==> src/rtl/regfile_wr_arbiter_pkg.sv <==
// rtl/regfile_wr_arbiter_pkg.sv - shared defaults, arbiter state encoding and r0 index
package regfile_wr_arbiter_pkg;

  localparam int unsigned DATA_W_DEF = 32;
  localparam int unsigned ADDR_W_DEF = 5;
  localparam int unsigned R0_IDX     = 0;
  localparam int unsigned STARVE_W   = 4;

  typedef enum logic {
    NORMAL   = 1'b0,
    FORCE_LD = 1'b1
  } arb_state_e;

endpackage

==> src/rtl/regfile_wr_arbiter_if.sv <==
// rtl/regfile_wr_arbiter_if.sv - writeback and load-return request handshakes
//   master: drives wb_valid/wb_rd/wb_data, ld_valid/ld_rd/ld_data; samples wb_ready, ld_ready
//   slave : arbiter side, drives wb_ready, ld_ready
interface regfile_wr_arbiter_if
  import regfile_wr_arbiter_pkg::*;
#(
  parameter int unsigned DATA_W = DATA_W_DEF,
  parameter int unsigned ADDR_W = ADDR_W_DEF
) ();

  logic              wb_valid;
  logic              wb_ready;
  logic [ADDR_W-1:0] wb_rd;
  logic [DATA_W-1:0] wb_data;

  logic              ld_valid;
  logic              ld_ready;
  logic [ADDR_W-1:0] ld_rd;
  logic [DATA_W-1:0] ld_data;

  modport master (
    output wb_valid, wb_rd, wb_data,
    output ld_valid, ld_rd, ld_data,
    input  wb_ready, ld_ready
  );

  modport slave (
    input  wb_valid, wb_rd, wb_data,
    input  ld_valid, ld_rd, ld_data,
    output wb_ready, ld_ready
  );

endinterface

==> src/rtl/regfile_wr_arbiter_scoreboard.sv <==
// rtl/regfile_wr_arbiter_scoreboard.sv - per-register pending-write flags (module regfile_scoreboard)
//   clk, rst_n            : clock, asynchronous active-low reset
//   issue_valid, issue_rd : decode marks issue_rd pending
//   commit_we, commit_addr: registered register-file write port; clears the flag
//   busy_mask             : one pending flag per register
module regfile_scoreboard
  import regfile_wr_arbiter_pkg::*;
#(
  parameter int unsigned ADDR_W = ADDR_W_DEF
) (
  input  logic                 clk,
  input  logic                 rst_n,
  input  logic                 issue_valid,
  input  logic [ADDR_W-1:0]    issue_rd,
  input  logic                 commit_we,
  input  logic [ADDR_W-1:0]    commit_addr,
  output logic [2**ADDR_W-1:0] busy_mask
);

  logic [2**ADDR_W-1:0] busy_q;
  logic [2**ADDR_W-1:0] busy_d;

  // Clear is applied first so a same-cycle issue to the same register keeps it pending.
  always_comb begin
    busy_d = busy_q;
    if (commit_we) begin
      busy_d[commit_addr] = 1'b0;
    end
    if (issue_valid && (issue_rd != ADDR_W'(R0_IDX))) begin
      busy_d[issue_rd] = 1'b1;
    end
  end

  always_ff @(posedge clk or negedge rst_n) begin
    if (!rst_n) begin
      busy_q <= '0;
    end else begin
      busy_q <= busy_d;
    end
  end

  assign busy_mask = busy_q;

endmodule

==> src/rtl/regfile_wr_arbiter.sv <==
// rtl/regfile_wr_arbiter.sv - two-requester register-file write port arbiter with load anti-starvation
//   clk, rst_n                  : clock, asynchronous active-low reset
//   req (slave)                 : writeback and load-return request handshakes
//   rf_we, rf_waddr, rf_wdata   : registered register-file write port, one cycle after transfer
//   issue_valid, issue_rd       : decode pending-destination marks
//   busy_mask                   : pending-write flags
//   REGFILE_WR_ARBITER_SCOREBOARD_EN: when defined, builds the busy_mask scoreboard
module regfile_wr_arbiter
  import regfile_wr_arbiter_pkg::*;
#(
  parameter int unsigned DATA_W     = DATA_W_DEF,
  parameter int unsigned ADDR_W     = ADDR_W_DEF,
  parameter int unsigned STARVE_MAX = 4
) (
  input  logic                 clk,
  input  logic                 rst_n,
  regfile_wr_arbiter_if.slave  req,
  output logic                 rf_we,
  output logic [ADDR_W-1:0]    rf_waddr,
  output logic [DATA_W-1:0]    rf_wdata,
  input  logic                 issue_valid,
  input  logic [ADDR_W-1:0]    issue_rd,
  output logic [2**ADDR_W-1:0] busy_mask
);

  arb_state_e          state_q;
  logic [STARVE_W-1:0] starve_q;
  logic [STARVE_W-1:0] starve_inc;

  logic                wb_win;
  logic                ld_win;
  logic [ADDR_W-1:0]   sel_rd;
  logic [DATA_W-1:0]   sel_data;
  logic                commit;

  logic                rf_we_q,    rf_we_d;
  logic [ADDR_W-1:0]   rf_waddr_q, rf_waddr_d;
  logic [DATA_W-1:0]   rf_wdata_q, rf_wdata_d;

  // Grants are masked during reset so no handshake completes while rst_n is low.
  always_comb begin
    ld_win = 1'b0;
    wb_win = 1'b0;
    if (rst_n) begin
      ld_win = req.ld_valid && ((state_q == FORCE_LD) || !req.wb_valid);
      wb_win = req.wb_valid && !ld_win;
    end
  end

  assign req.wb_ready = wb_win;
  assign req.ld_ready = ld_win;

  assign starve_inc = starve_q + 1'b1;

  // FORCE_LD lasts one cycle: either the load transfers or it has dropped valid.
  always_ff @(posedge clk or negedge rst_n) begin
    if (!rst_n) begin
      state_q  <= NORMAL;
      starve_q <= '0;
    end else begin
      case (state_q)
        NORMAL: begin
          if (req.ld_valid && !ld_win) begin
            starve_q <= starve_inc;
            if (starve_inc == STARVE_W'(STARVE_MAX)) begin
              state_q <= FORCE_LD;
            end
          end else begin
            starve_q <= '0;
          end
        end
        FORCE_LD: begin
          state_q  <= NORMAL;
          starve_q <= '0;
        end
      endcase
    end
  end

  assign sel_rd   = ld_win ? req.ld_rd   : req.wb_rd;
  assign sel_data = ld_win ? req.ld_data : req.wb_data;

  // Writes to r0 complete the handshake but never reach the register file.
  assign commit = (wb_win || ld_win) && (sel_rd != ADDR_W'(R0_IDX));

  always_comb begin
    rf_we_d    = commit;
    rf_waddr_d = rf_waddr_q;
    rf_wdata_d = rf_wdata_q;
    if (commit) begin
      rf_waddr_d = sel_rd;
      rf_wdata_d = sel_data;
    end
  end

  always_ff @(posedge clk or negedge rst_n) begin
    if (!rst_n) begin
      rf_we_q    <= 1'b0;
      rf_waddr_q <= '0;
      rf_wdata_q <= '0;
    end else begin
      rf_we_q    <= rf_we_d;
      rf_waddr_q <= rf_waddr_d;
      rf_wdata_q <= rf_wdata_d;
    end
  end

  assign rf_we    = rf_we_q;
  assign rf_waddr = rf_waddr_q;
  assign rf_wdata = rf_wdata_q;

`ifdef REGFILE_WR_ARBITER_SCOREBOARD_EN
  regfile_scoreboard #(
    .ADDR_W (ADDR_W)
  ) u_scoreboard (
    .clk         (clk),
    .rst_n       (rst_n),
    .issue_valid (issue_valid),
    .issue_rd    (issue_rd),
    .commit_we   (rf_we_q),
    .commit_addr (rf_waddr_q),
    .busy_mask   (busy_mask)
  );
`else
  logic unused_issue;
  assign unused_issue = ^{issue_valid, issue_rd};
  assign busy_mask    = '0;
`endif

endmodule
==> src/flat_wrapper.sv <==
// flat-port wrapper written by rule: the top's interface ports become plain ports
module regfile_wr_arbiter_flat import regfile_wr_arbiter_pkg::*;
#(
  parameter int unsigned DATA_W     = DATA_W_DEF,
  parameter int unsigned ADDR_W     = ADDR_W_DEF,
  parameter int unsigned STARVE_MAX = 4
)
  (clk, rst_n, rf_we, rf_waddr, rf_wdata, issue_valid, issue_rd, busy_mask, req_wb_valid, req_wb_rd, req_wb_data, req_ld_valid, req_ld_rd, req_ld_data, req_wb_ready, req_ld_ready);
  regfile_wr_arbiter_if #(.DATA_W(DATA_W), .ADDR_W(ADDR_W)) req_i ();
  input  logic clk;
  input  logic rst_n;
  output logic rf_we;
  output logic [ADDR_W-1:0] rf_waddr;
  output logic [DATA_W-1:0] rf_wdata;
  input  logic issue_valid;
  input  logic [ADDR_W-1:0] issue_rd;
  output logic [2**ADDR_W-1:0] busy_mask;
  input wire logic [$bits(req_i.wb_valid)-1:0] req_wb_valid;
  input wire logic [$bits(req_i.wb_rd)-1:0] req_wb_rd;
  input wire logic [$bits(req_i.wb_data)-1:0] req_wb_data;
  input wire logic [$bits(req_i.ld_valid)-1:0] req_ld_valid;
  input wire logic [$bits(req_i.ld_rd)-1:0] req_ld_rd;
  input wire logic [$bits(req_i.ld_data)-1:0] req_ld_data;
  output wire logic [$bits(req_i.wb_ready)-1:0] req_wb_ready;
  output wire logic [$bits(req_i.ld_ready)-1:0] req_ld_ready;
  assign req_i.wb_valid = req_wb_valid;
  assign req_i.wb_rd = req_wb_rd;
  assign req_i.wb_data = req_wb_data;
  assign req_i.ld_valid = req_ld_valid;
  assign req_i.ld_rd = req_ld_rd;
  assign req_i.ld_data = req_ld_data;
  assign req_wb_ready = req_i.wb_ready;
  assign req_ld_ready = req_i.ld_ready;
  regfile_wr_arbiter #(.DATA_W(DATA_W), .ADDR_W(ADDR_W), .STARVE_MAX(STARVE_MAX)) u_core (.clk(clk), .rst_n(rst_n), .req(req_i), .rf_we(rf_we), .rf_waddr(rf_waddr), .rf_wdata(rf_wdata), .issue_valid(issue_valid), .issue_rd(issue_rd), .busy_mask(busy_mask));
endmodule
==> config.mk <==
export PLATFORM = sky130hd
export DESIGN_NAME = regfile_wr_arbiter_flat
export DESIGN_NICKNAME = d
export VERILOG_FILES = /design/src/rtl/regfile_wr_arbiter_pkg.sv /design/src/rtl/regfile_wr_arbiter_if.sv /design/src/rtl/regfile_wr_arbiter_scoreboard.sv /design/src/rtl/regfile_wr_arbiter.sv /design/src/flat_wrapper.sv
export SDC_FILE = /design/constraint.sdc
export NUM_CORES = 1
export LEC_CHECK = 0
export ABC_CLOCK_PERIOD_IN_PS = 3200
export CAP_MARGIN = 5
export CORE_MARGIN = 2
export CORE_UTILIZATION = 41
export CTS_BUF_LIST = sky130_fd_sc_hd__clkbuf_4 sky130_fd_sc_hd__clkbuf_8
export DETAILED_ROUTE_END_ITERATION = 16
export PLACE_DENSITY_LB_ADDON = 0.08
export SYNTH_ARGS = -nofsm -noshare
export SYNTH_HDL_FRONTEND = slang
export SYNTH_HIERARCHICAL = 1
export SYNTH_SLANG_ARGS = --single-unit
==> constraint.sdc <==
create_clock -name clk -period 3.2 [get_ports clk]
set_input_delay 0.48 -clock clk [delete_from_list [all_inputs] [get_ports clk]]
set_output_delay 0.48 -clock clk [all_outputs]
set_load 0.005 [all_outputs]
Word-level counts from Yosys, hierarchy flattened
Cells that the tools add are included.
{ "totals": {"regBits": 43, "inputBits": 84, "out_inout_bits": 72, "word_cells": 27} }
{ "op_classes": {"n_addsub": 1, "eq_ne": 1, "n_mux": 9, "bitwise_logic": 1, "reduce_logical": 10} }
{ "op_table": {"columns": ["op", "count"], "rows": [
  ["two-way mux 32 bit", 1],
  ["one-hot mux 4 bit (2 select lines)", 1],
  ["two-way mux 5 bit", 1],
  ["nonzero test 5 bit", 1],
  ["adder 4 x 1 -> 4 bit (second input constant)", 1],
  ["equality test 4 x 3 -> 1 bit (second input constant)", 1],
  ["logical AND 1 bit", 4],
  ["two-way mux 1 bit", 4],
  ["two-way mux 4 bit", 1],
  ["logical NOT 1 bit", 3],
  ["logical OR 1 bit", 2],
  ["one-hot mux 1 bit (2 select lines)", 1],
  ["inverter 1 bit", 1]
]} }

Longest topological paths before layout
Gate-level depths: netlist of run 1.
{ "depth": {"depth_word": 8, "depth_mapped": 6, "ltp_nobuf": 5} }

Worst setup path after synthesis of run 1
OpenSTA, ideal clock, no wires.
{ "synth_timing": {"path_kind": "input -> register", "start": "input port req_ld_valid", "end": "register u_core.rf_wdata_q[0], in the netlist u_core/rf_wdata[0]", "setup_time_ps": 125, "arrival_ps": 1921, "t_required_ps": 3075, "path_slack_ps": 1154, "cell_stages": 6, "path_cell_list": "clkbuf_1 > nand3_1 > buf_2 > clkbuf_1 > mux2_2 > mux2_2"} }
{ "synth_between": {"elab_chain_len": 6, "word_cells_on_any_way": 10} }
{ "synth_lines": {"columns": ["item", "line", "rtl"], "rows": [
  ["start, declared", "flat_wrapper.sv:21", "input wire logic [$bits(req_i.ld_valid)-1:0] req_ld_valid;"],
  ["logical AND 1 bit *", "regfile_wr_arbiter.sv:45", "ld_win = req.ld_valid && ((state_q == FORCE_LD) || !req.wb_valid);"],
  ["parallel branches: the longest is 5 deep, another holds two-way mux 5 bit", null, null],
  ["end signal, assigned", "regfile_wr_arbiter.sv:104", "rf_wdata_q <= rf_wdata_d;"],
  ["end, declared", "regfile_wr_arbiter.sv:38", "logic [DATA_W-1:0] rf_wdata_q, rf_wdata_d;"]
]} }
Every way passes the cells marked *.
A chain may end at the register's enable or synchronous reset.

Worst setup path after layout of run 1
{ "layout_timing": {"start": "input port req_ld_valid", "end": "output port req_wb_ready"} }
{ "layout_between": {"elab_chain_len": 4} }
{ "layout_lines": {"columns": ["item", "line", "rtl"], "rows": [
  ["logical AND 1 bit", "regfile_wr_arbiter.sv:45", null],
  ["logical NOT 1 bit", "regfile_wr_arbiter.sv:46", "wb_win = req.wb_valid && !ld_win;"],
  ["logical AND 1 bit", "regfile_wr_arbiter.sv:46", null],
  ["two-way mux 1 bit", "regfile_wr_arbiter.sv:44", "if (rst_n) begin"],
  ["end, declared", "flat_wrapper.sv:24", "output wire logic [$bits(req_i.wb_ready)-1:0] req_wb_ready;"]
]} }
Every way passes these cells.

==> results of run 1 <==
-- logic make-up after synthesis --
logic type                 Yosys count  share of synthesized area (%)
muxes                               67                           30.8
buffers and inverters               45                           12.7
DFF                                 43                           43.7
and+or+nand+nor                     25                           6.19
AOI/OAI and AO/OA                   17                           5.28
xor gates and xnor gates             2                          0.711
adders and majority gates            1                          0.508
other                                1                          0.152
-- worst register-to-register path, stage by stage (launching register included) --
cell and delay [ns]:
dfrtp_1 0.39, nand2b_4 0.17, nand3_2 0.08, inv_1 0.10
a211oi_4 0.45, buf_4 0.43, mux2_2 0.40
-- stage by stage --
stage / cell area [µm²] / hold slack, ns / util (%) / setup WS, ns
after global routing: 3690 / 0.123 / 63.0 / 0.494
after floorplan: 2580 / 0.184 / - / 1.15
after CTS: 3690 / 0.109 / 63.0 / 0.618
after detailed placement: 3600 / 0.435 / 61.5 / 0.333
final: 3690 / 0.112 / 63.0 / 0.635
after global placement: 3600 / 0.437 / 61.5 / 0.329
-- registers in the layout, indices dropped and copies added (netlist names) --
| name | flops |
|---|---|
| u_core/starve_q | 4 |
| u_core/rf_waddr | 5 |
| u_core/state_q | 1 |
| u_core/rf_wdata | 32 |
| u_core/rf_we | 1 |
-- report_power, final --
group	switching, mW	leakage (nW)	internal [mW]
Clock	0.183	0.0446	0.161
Sequential	0.0402	0.515	0.622
Combinational	0.144	0.992	0.316
Total	0.367	1.55	1.10
-- how the worst max path moves through the flow --
stage	end	slack, ns	start
floorplan	u_core/rf_wdata[0]$_DFFE_PN0P_	1.15	req_ld_valid
global placement	u_core/rf_wdata[15]$_DFFE_PN0P_	0.33	req_ld_valid
detailed placement	u_core/rf_wdata[15]$_DFFE_PN0P_	0.33	req_ld_valid
CTS	req_wb_ready	0.62	req_ld_valid
global route	req_wb_ready	0.49	req_ld_valid
finish	req_wb_ready	0.64	req_ld_valid
-- layout make-up --
type                       count  area [µm²]  area share [%]
clock buffer                   6        76.3            2.07
clock inverter                 2        12.5           0.339
inverter                       4        15.0           0.407
multi-input combinational    144        1200            32.6
sequential                    43        1080            29.2
tap                           75        93.8            2.54
timing repair buffer         123        1210            32.8
-- layout by cell type, fill, tap and decap left out, types with 2 or more instances in the layout --
cell type,instances
nor4_1,3
o21ai_0,4
mux2i_1,3
nor3_1,2
mux2_4,2
o22ai_1,2
a21oi_1,2
inv_1,4
clkbuf_8,5
clkdlybuf4s50_1,116
a311o_1,2
mux2_2,62
nand4_1,2
buf_4,6
and2_1,4
conb_1,32
nor2_1,5
dfrtp_1,43
-- layer usage --
layer / part of all wire (%) / vias to the layer above / GRT usage (%)
met4: 1.2 / 0 / 5.59
li1: - / 898 / -
met1: 41 / 883 / 20.9
met5: 0 / - / 0
met3: 13 / 6 / 7.25
met2: 45 / 100 / 25.7
==> results.yml, run 1 <==
placed_design:
  gp_congestion: 0.810
  placed_cells: 389
  port_buffers: 117
  dp_hpwl_mm: 4.17
timing:
  maxSlewViolCount: 0
  max_clock_freq_ghz: 0.390
  final-hold-violation-count: 0
  slew_headroom_pct: 66.1
  grt_setup_unrepaired: "no"
  tns_ns: 0
  finalSetupViolCount: 0
  tightestPinTransition_ns: 0.509
  post-route-period-util_pct: 80.1
  worst_clock_skew_ns: 0.00482
  finalCriticalPeriod_ns: 2.56
synthesis:
  synth-seq-cells: 43
  yosysSeqAreaShare_pct: 43.7
  synth_top_area_cell: "dfrtp_1"
  synthTopCellsByArea: "dfrtp_1 (44%), mux2_2 (28%), buf_4 (9.7%), buf_6 (1.4%), mux2i_1 (1.2%)"
  synth_top_area_share_pct: 43.7
  async_flop_share_pct: 100
  synth.most_common_cell: "mux2_2"
  yosys-top-cells-count: "mux2_2 (62), dfrtp_1 (43), buf_4 (32)"
  synth_ff_type: "dfrtp_1"
  yosysWarnings: 6
  synth_area_um2: 2460
  netlist_instances: 201
  synth_cell_types: 37
  synth_edf_count: 0
  syn_area_per_cell_um2: 12.3
die:
  core_um2: 5850
  die_y_um: 81.5
  die-area_um2: 6650
  rows: 28
  die-width_um: 81.5
  start_util_pct: 42.1
  io_pins: 156
cts:
  path_clk_slew_ns: 0.08
  clk_latency_ns: 0.29
  cts_tree: "built"
  cts_setup_buffers: 0
  cts_sinks: 43
  hold_buffers: 0
  cts-root-buf: "clkbuf_8"
  numCtsBuffers: 5
  clk_path_buf_depth: 2
  h-tree-depth: 2
  post_cts_resized: 0
setup_path:
  worstPathCellList: "clkdlybuf4s50_1, o21ai_0, buf_4, nor2_1, clkdlybuf4s50_1"
  cp_top_family: "buffers and inverters"
  cp.arrival_ns: 2.08
  cpPeakStageDelay_ns: 0.63
  r2r-end: "u_core/rf_wdata[15]$_DFFE_PN0P_"
  r2r-start: "u_core/state_q$_DFF_PN0_"
  criticalPathCategory: "primary input to primary output"
  path_max_fanout: 8
  cp-end-kind: "primary output"
  crit_cells: 5
  cp_num_buf_inv: 3
  crit_slowest_cell: "clkdlybuf4s50_1"
  required_ns: 2.72
  reg2reg_slack_ns: 1.07
  reg2regPathDepth: 6
  path_common_cell: "clkdlybuf4s50_1"
  startpoint_type: "primary input"
grt:
  antenna_found_initial: 0
  grt_usage_pct: 16.7
  gr-total-overflow: 0
  grt_max_degree: 39
  grt_pass1_vias: 1887
  grt_pass1_wl_mm: 8.56
routing:
  drtPass1Iterations: 4
  drt-total-wl_mm: 5.48
  routed-via-count: 1887
  drt_iter0_drc: 48
  post-route-drc-count: 0
  wl_per_cell_um: 13.8
  ant_nets: 0
  vias_per_cell: 4.75
outcome:
  outcome: "finished clean"
cells_and_area:
  fin_nets: 406
  diodes: 0
  layout-drive-gt1-share_pct: 26.1
  syn_to_final_growth_pct: 49.6
  instances_no_fill: 397
  n_fill_cell: 497
worst_hold_path:
  hold_path_class: "primary input to async pin"
power:
  p_leak_nw: 1.55
  total_power_mw: 1.47
  power_density_nw_per_um2: 397
  peakVddDrop_mv: 0.266
run:
  maxCapViolations: 0
Power figures use the tool's default switching activity.
==> run 2, diff against run 1 <==
--- a/config.mk
+++ b/config.mk
@@ -5,10 +5,10 @@
 export SDC_FILE = /design/constraint.sdc
 export NUM_CORES = 1
 export LEC_CHECK = 0
-export ABC_CLOCK_PERIOD_IN_PS = 3200
+export ABC_CLOCK_PERIOD_IN_PS = 2650
 export CAP_MARGIN = 5
 export CORE_MARGIN = 2
-export CORE_UTILIZATION = 41
+export CORE_UTILIZATION = 38
 export CTS_BUF_LIST = sky130_fd_sc_hd__clkbuf_4 sky130_fd_sc_hd__clkbuf_8
 export DETAILED_ROUTE_END_ITERATION = 16
 export PLACE_DENSITY_LB_ADDON = 0.08
==> constraint.sdc (replaced) <==
create_clock -name clk -period 2.65 [get_ports clk]
set_input_delay 0.3975 -clock clk [delete_from_list [all_inputs] [get_ports clk]]
set_output_delay 0.3975 -clock clk [all_outputs]
set_load 0.005 [all_outputs]
==> results.yml, run 2 (synthesized netlist as in run 1, its figures left out) <==
cells_and_area:
  diodes: 0
  final-seq-area_um2: 1080
  layout-drive-gt1-share_pct: 26.2
  final_common_cell: "clkdlybuf4s50_1"
  fin_nets: 408
  n_fill_cell: 566
  multiInputGateArea_um2: 1200
  mostFrequentLayoutCells: "clkdlybuf4s50_1 (116), mux2_2 (62), dfrtp_1 (43)"
  syn_to_final_growth_pct: 51.4
  largest_reg_flops: 32
  fin_util_pct: 59.1
setup_path:
  reg2regPathDepth: 6
  r2r-end: "u_core/rf_wdata[28]$_DFFE_PN0P_"
  reg2reg_slack_ns: 0.88
  cp-end-kind: "primary output"
  required_ns: 2.25
  cpPeakStageDelay_ns: 0.53
  cp.arrival_ns: 2.12
  crit_slowest_cell: "clkdlybuf4s50_1"
  worstPathCellList: "dlygate4sd3_1, clkbuf_4, buf_6, nand3_2, inv_1, clkdlybuf4s50_1"
  startpoint_type: "primary input"
  r2r-start: "u_core/state_q$_DFF_PN0_"
  path_max_fanout: 12
  criticalPathCategory: "primary input to primary output"
run:
  maxCapViolations: 0
routing:
  drt_iter0_drc: 32
  drt-total-wl_mm: 5.46
  ant_nets: 0
  wl_per_cell_um: 13.6
  vias_per_cell: 4.69
  routed-via-count: 1879
  drtPass1Iterations: 4
  post-route-drc-count: 0
grt:
  grt_usage_pct: 15.4
  antenna_found_initial: 0
  grt_pass1_wl_mm: 8.91
  grt_pass1_vias: 1930
  gr-total-overflow: 0
  grt_max_degree: 35
timing:
  timing.hold.ws_ns: 0.456
  grt_setup_unrepaired: "no"
  final-hold-violation-count: 0
  post-route-period-util_pct: 95.1
  maxSlewViolCount: 0
  slew_headroom_pct: 65.1
  finalCriticalPeriod_ns: 2.52
  tns_ns: 0
  tightestPinTransition_ns: 0.516
  worst_clock_skew_ns: 0.00795
  max_clock_freq_ghz: 0.397
  finalSetupViolCount: 0
cts:
  cts_setup_buffers: 0
  numCtsBuffers: 5
  cts-root-buf: "clkbuf_8"
  cts_sinks: 43
  path_clk_slew_ns: 0.09
  cts_tree: "built"
  clk_latency_ns: 0.30
  h-tree-depth: 2
  clk_path_buf_depth: 2
power:
  total_power_mw: 1.79
  p_leak_nw: 1.56
  peakVddDrop_mv: 0.306
  power_density_nw_per_um2: 481
placed_design:
  port_buffers: 117
  dp_hpwl_mm: 4.09
  gp_congestion: 0.745
outcome:
  outcome: "finished clean"
die:
  die_y_um: 84.5
  start_util_pct: 39.0
  rows: 29
  die-width_um: 84.5
  io_pins: 156
  core_um2: 6310
  die-area_um2: 7150
worst_hold_path:
  worstHoldEndpoint: "u_core/state_q$_DFF_PN0_"
  hp-start: "u_core/starve_q[3]$_DFF_PN0_"
  hold_path_class: "flop to flop"
  min_path_cells: 1
## run 2: changes by cell type in the layout (fill, tap and decap cells not counted), sizes merged
| cell | change |
|---|---|
| clkinv | -1 |
| clkinvlp | +1 |
| dlygate4sd3 | +1 |
| inv | +1 |
## run 2: per-layer routing
| metal | global-route usage (%) | part of all wire [%] | vias to the layer above |
|---|---|---|---|
| li1 | - | - | 903 |
| met1 | 18.7 | 43 | 888 |
| met2 | 25.4 | 46 | 88 |
| met3 | 7.18 | 11 | 0 |
| met4 | 3.03 | 0 | 0 |
| met5 | 0 | 0 | - |
## run 2: report_power, final
group | internal [mW] | switching [mW]
clock | 0.189 | 0.245
combinational | 0.386 | 0.174
sequential | 0.751 | 0.0480
## run 2: stage by stage
| step | worst slack, ns | instances | instance area, µm² |
|---|---|---|---|
| after floorplan | 0.687 | 232 | 2580 |
| after global placement | 0.180 | 392 | 3620 |
| after detailed placement | 0.183 | 392 | 3620 |
| after CTS | 0.0157 | 401 | 3720 |
| after global routing | 0.00220 | 401 | 3730 |
| final | 0.131 | 401 | 3730 |
## run 2: final cells by class
class | instances | area share [%]
clock inverter | 3 | 0.637
sequential | 43 | 28.8
clock buffer | 5 | 1.84
multi-input combinational | 144 | 32.3
inverter | 4 | 0.402
timing repair buffer | 125 | 33.4
tap | 77 | 2.58
## run 2: repair_timing
item,in CTS,in global routing
endpoints found under the hold margin,2,0
setup endpoints to repair,0,2
hold buffers,1,0
resized for setup,0,2
## run 2: worst max path at each step
stage                                      endpoint  cells after the start  slack, ns         start
detailed placement  u_core/rf_wdata[17]$_DFFE_PN0P_                      6       0.18  req_wb_rd[2]
CTS                                    req_ld_ready                      6       0.02         rst_n
floorplan            u_core/rf_wdata[0]$_DFFE_PN0P_                      6       0.69  req_ld_valid
finish                                 req_ld_ready                      6       0.13         rst_n
global placement    u_core/rf_wdata[17]$_DFFE_PN0P_                      6       0.18  req_wb_rd[2]
global route                           req_wb_ready                      7      0.002         rst_n
## run 2: critical path, delay by kind of cell
family	cells	cell delay, ns
and+or+nand+nor	1	0.10
buffers and inverters	5	1.62
